`src/rtl/dma_mem_pkg.sv`:
```
// Shared constants and types for the DMA / Wishbone memory arbiter slice.
package dma_mem_pkg;

    localparam int ADDR_W_DEF      = 32;
    localparam int DATA_W_DEF      = 32;
    localparam int READ_LAT_DEF    = 10;
    localparam int WB_MAX_WAIT_DEF = 4;

    localparam logic SRC_DMA = 1'b0;
    localparam logic SRC_WB  = 1'b1;

    typedef enum logic {
        WB_IDLE    = 1'b0,
        WB_RD_PEND = 1'b1
    } wb_state_t;

endpackage

```
`src/rtl/dma_mem_tag_pipe.sv`:
```
// Shift pipeline of {valid, src} tags that tracks reads in flight to the memory.
module dma_mem_tag_pipe
    import dma_mem_pkg::*;
#(
    parameter int READ_LAT = READ_LAT_DEF
) (
    input  logic clk,
    input  logic flush,
    input  logic load_valid,
    input  logic load_src,
    output logic head_valid,
    output logic head_src
);

    logic [READ_LAT-1:0] vld;
    logic [READ_LAT-1:0] src;

    always_ff @(posedge clk) begin
        if (flush) begin
            vld <= '0;
            src <= '0;
        end else begin
            vld[0] <= load_valid;
            src[0] <= load_src;
            for (int i = 1; i < READ_LAT; i++) begin
                vld[i] <= vld[i-1];
                src[i] <= src[i-1];
            end
        end
    end

    assign head_valid = vld[READ_LAT-1];
    assign head_src   = src[READ_LAT-1];

endmodule

```
`src/rtl/dma_mem_arbiter.sv`:
```
// Shares one pipelined memory between a Wishbone slave and a DMA engine, DMA first.
// Define DMA_MEM_ARB_STATS_EN to add the beat/op/stall statistic counters.
//
//   state      | meaning
//   WB_IDLE    | no WB read outstanding; WB request may be granted
//   WB_RD_PEND | WB read issued, waiting for its tag at the pipeline head
module dma_mem_arbiter
    import dma_mem_pkg::*;
#(
    parameter int ADDR_W      = ADDR_W_DEF,
    parameter int DATA_W      = DATA_W_DEF,
    parameter int READ_LAT    = READ_LAT_DEF,
    parameter int WB_MAX_WAIT = WB_MAX_WAIT_DEF
) (
    input  logic              clk,
    input  logic              rst,
    input  logic              wb_en,
    input  logic [3:0]        wb_we,
    input  logic [ADDR_W-1:0] wb_addr,
    input  logic [DATA_W-1:0] wb_data_i,
    output logic [DATA_W-1:0] wb_data_o,
    output logic              wb_ack,
    input  logic              dma_en,
    input  logic              dma_we,
    input  logic [ADDR_W-1:0] dma_addr,
    input  logic [DATA_W-1:0] dma_data_i,
    output logic              dma_ready,
    output logic [DATA_W-1:0] dma_data_o,
    output logic              dma_read_ack,
    output logic              mem_stb,
    output logic              mem_we,
    output logic [3:0]        mem_sel,
    output logic [ADDR_W-1:0] mem_addr,
    output logic [DATA_W-1:0] mem_wdata,
    input  logic [DATA_W-1:0] mem_rdata
`ifdef DMA_MEM_ARB_STATS_EN
    ,
    output logic [31:0]       stat_dma_beats,
    output logic [31:0]       stat_wb_ops,
    output logic [31:0]       stat_wb_stall
`endif
);

    // Starvation timer counts down from WB_MAX_WAIT; terminal count forces WB through.
    localparam logic [3:0] WAIT_INIT = 4'(WB_MAX_WAIT);

    wb_state_t  state;
    logic [3:0] wait_rem;
    logic       wb_is_wr;
    logic       wb_pend;
    logic       force_wb;
    logic       dma_grant;
    logic       wb_grant;
    logic       rd_grant;
    logic       head_valid;
    logic       head_src;

    always_comb begin
        wb_is_wr  = |wb_we;
        wb_pend   = wb_en && (state == WB_IDLE) && !rst;
        force_wb  = wb_pend && (wait_rem == 4'd0);
        dma_grant = dma_en && !force_wb && !rst;
        wb_grant  = wb_pend && !dma_grant;
        rd_grant  = (dma_grant && !dma_we) || (wb_grant && !wb_is_wr);
        dma_ready = !force_wb;
    end

    always_comb begin
        mem_stb = dma_grant || wb_grant;
        if (dma_grant) begin
            mem_we    = dma_we;
            mem_sel   = 4'b1111;
            mem_addr  = dma_addr;
            mem_wdata = dma_data_i;
        end else begin
            mem_we    = wb_grant && wb_is_wr;
            mem_sel   = wb_is_wr ? wb_we : 4'b1111;
            mem_addr  = wb_addr;
            mem_wdata = wb_data_i;
        end
    end

    dma_mem_tag_pipe #(
        .READ_LAT (READ_LAT)
    ) u_tag_pipe (
        .clk        (clk),
        .flush      (rst),
        .load_valid (rd_grant),
        .load_src   (wb_grant ? SRC_WB : SRC_DMA),
        .head_valid (head_valid),
        .head_src   (head_src)
    );

    always_comb begin
        dma_read_ack = !rst && head_valid && (head_src == SRC_DMA);
        wb_ack       = (wb_grant && wb_is_wr) ||
                       (!rst && head_valid && (head_src == SRC_WB));
        wb_data_o    = mem_rdata;
        dma_data_o   = mem_rdata;
    end

    always_ff @(posedge clk) begin
        if (rst) begin
            state    <= WB_IDLE;
            wait_rem <= WAIT_INIT;
        end else begin
            case (state)
                WB_IDLE: begin
                    if (wb_grant && !wb_is_wr) begin
                        state <= WB_RD_PEND;
                    end
                end
                WB_RD_PEND: begin
                    if (head_valid && (head_src == SRC_WB)) begin
                        state <= WB_IDLE;
                    end
                end
            endcase

            if (!wb_en || wb_grant) begin
                wait_rem <= WAIT_INIT;
            end else if (wb_pend && (wait_rem != 4'd0)) begin
                wait_rem <= wait_rem - 4'd1;
            end
        end
    end

`ifdef DMA_MEM_ARB_STATS_EN
    always_ff @(posedge clk) begin
        if (rst) begin
            stat_dma_beats <= '0;
            stat_wb_ops    <= '0;
            stat_wb_stall  <= '0;
        end else begin
            stat_dma_beats <= stat_dma_beats + 32'(dma_grant);
            stat_wb_ops    <= stat_wb_ops + 32'(wb_grant);
            stat_wb_stall  <= stat_wb_stall + 32'(wb_pend && !wb_grant);
        end
    end
`endif

endmodule

```
`config.mk`:
```
export PLATFORM = sky130hd
export DESIGN_NAME = dma_mem_arbiter
export DESIGN_NICKNAME = d
export VERILOG_FILES = /design/src/rtl/dma_mem_pkg.sv /design/src/rtl/dma_mem_tag_pipe.sv /design/src/rtl/dma_mem_arbiter.sv
export SDC_FILE = /design/constraint.sdc
export NUM_CORES = 1
export LEC_CHECK = 0
export BUFFER_PORTS_ARGS = -buffer_cell sky130_fd_sc_hd__buf_2
export CAP_MARGIN = 15
export CORE_AREA = 2 2 120 122
export DETAILED_ROUTE_END_ITERATION = 6
export DIE_AREA = 0 0 122 124
export GPL_ROUTABILITY_DRIVEN = 0
export SKIP_CTS_REPAIR_TIMING = 1
export SYNTH_ARGS = -nofsm -noshare
export SYNTH_HDL_FRONTEND = slang
export SYNTH_SLANG_ARGS = --single-unit
```
`constraint.sdc`:
```
create_clock -name clk -period 3.6 [get_ports clk]
set_input_delay 0.18 -clock clk [delete_from_list [all_inputs] [get_ports clk]]
set_output_delay 0.18 -clock clk [all_outputs]
set_load 0.1 [all_outputs]
```
==> results.txt <==
fmax: 340 MHz
Synth warnings: 0
n_diodes: 0
area share of the largest cell type after synthesis: 37.9%
clk_lat worst skew: 0.25 ns
Max rail drop VDD: 0.360 mV
first-iteration detailed-routing DRC count: 54
clock root buffer: clkbuf_16
pwr dens: 394 nW/um^2
mean number of vias per cell: 3.78
chip height: 124 um
Final Cycle Share: 81.8%
CTS buffer count: 3
CP max FO: 37
share of cells above drive strength 1: 76.5%
commonest non-fill, non-tap cell in the layout: buf_2
vias in the first global route: 1903
Via Count: 2083
Cell Chain, Critical Path: inv_1, ha_1, nor3b_4, a21o_4, buf_4, mux2_4, buf_2
Leakage: 1.80 nW
main flop type after synthesis: dfxtp_1
# IOs: 306
CTS tree: yes
drt total wl: 8530 um
Layout area overhead: 29.3%
Unique masters post-synth: 29
Post-layout nets: 543
commonest cells after routing, fill and taps aside: buf_2, mux2_4, dfxtp_1, nor2b_1, nand2_1
post-synthesis sequential element count: 25
Crit path largest cell delay: 0.57 ns
count of buffer and inverter cells on the critical path: 3
first-pass GRT wire length: 11000 um
Post-synth EDFFs: 0
status: finished, final reports clean
sequential-to-total area share from yosys stat: 19.8%
largest net degree at the start of global routing: 38
RSZ-0062 raised after global routing: false
Mapped Nets: 402
Antenna Nets Post-Route: 0
dpl hpwl: 7540 um
endpoints failing setup: 0
number of clock sinks: 25
startpoint types: flop
CTS max path bufs: 2
Multi-input gate area: 1370 sq um
grt ovf: 0
CP endpoint kind: output pin
max_cap viols: 0
largest area contributor in the netlist: mux2_4
die area: 15100 sq um
H-tree depth: 1
Reg area: 500 sq um
clock-pin slew on the worst setup and hold paths: 0.06 ns
critical path class: flop to output pin
worst slew pin tran: 0.684 ns
Final Max Tran Viols: 0
initial antenna violation count: 0
Hold Path Depth: 2
number of detailed-route iterations in the first pass: 4
Gate Count Post-Synth: 231
TNS Setup: 0 ns
top cells by area, synth: mux2_4, dfxtp_1, buf_4
core footprint: 13700 sq um
Slowest-stage cell, CP: a21o_4
final hold viol count: 0
Arr. time, crit path: 2.76 ns
min-delay worst type: primary input to flop
Crit path max-delay family: buffers and inverters
Critical Path Stages: 7
total track usage: 9.76%
Req. time, crit path: 3.42 ns
input/output buffers: 209
Syn Area/Cell: 11.0 sq um
fill count: 1490
Cell Area, Synth: 2530 sq um
clk_skew: 0.00144 ns
fin crit period: 2.94 ns
Slew headroom: 54.4%
DR WL/cell: 15.5 um
cell depth of the worst flop-to-flop path: 5
DR DRC count: 0
Setup WS pre-CTS: 0.937 ns
initial core utilization: 18.5%
async set or reset register ratio after synthesis: 0%
post-route setup slack: 0.656 ns
Core Rows: 43
die width: 122 um
## state kept, by name, indices dropped and copies added, names as in the netlist
| name | flops |
|---|---|
| state | 1 |
| u_tag_pipe.src | 10 |
| wait_rem | 4 |
| u_tag_pipe.vld | 10 |
## report_power, final
part / switching (mW) / total [mW] / internal, mW
sequential: 0.00294 / 0.284 / 0.282
clock: 0.0931 / 0.244 / 0.150
combinational: 0.570 / 0.763 / 0.194
## synth_stat cells (3+ instances only)
cell	number
inv_1	6
mux2_4	64
o22ai_1	4
nor2_1	5
dfxtp_1	25
buf_12	6
nand2_1	8
buf_4	64
nand2b_1	3
nor2b_1	18
## metal layers
metal	wire, um	global-route usage, %	vias up
met5	0	0	-
met4	0	0.216	0
met3	1120	4.76	0
met2	4170	17.3	166
met1	3240	11.2	919
li1	-	-	998
## final timing paths
kind                      from           endpoint  slack (ns)
max                wait_rem[0]      mem_wdata[15]        0.66
min                     dma_we  u_tag_pipe.vld[0]        0.14
max reg2reg        wait_rem[0]  u_tag_pipe.vld[0]        1.88
min reg2reg  u_tag_pipe.vld[5]  u_tag_pipe.vld[6]        0.44
## kinds of logic (layout without fill, tap and decap cells)
logic type               count (synthesis)  in the layout  share of synthesized area [%]
buffers and inverters                   81            221                           26.4
multiplexers                            64             64                           37.9
AND/OR/NAND/NOR                         46             46                           11.7
flip-flops                              25             25                           19.8
AO/OA/AOI/OAI                           13             13                           3.26
adder cells (fa/ha/maj)                  2              2                          0.987
## per-stage QoR
step	std cells	power [mW]	area, sq um	hold WS, ns	util (%)
after detailed placement	547	1.06	3190	0.361	23.3
after floorplan	231	1.27	2530	0.294	-
after global placement	547	1.06	3190	0.361	23.3
final	551	1.29	3280	0.140	23.9
after global routing	551	1.34	3280	0.143	23.9
after CTS	551	1.31	3280	0.137	23.9
## area by class of cell
class / count / share of cell area (%)
multi-input combinational: 125 / 41.9
timing repair buffer: 211 / 32.8
sequential: 25 / 15.3
tap: 180 / 6.87
clock buffer: 3 / 2.29
inverter: 6 / 0.687
clock inverter: 1 / 0.229
No activity file was read; power rests on OpenSTA's default activity.
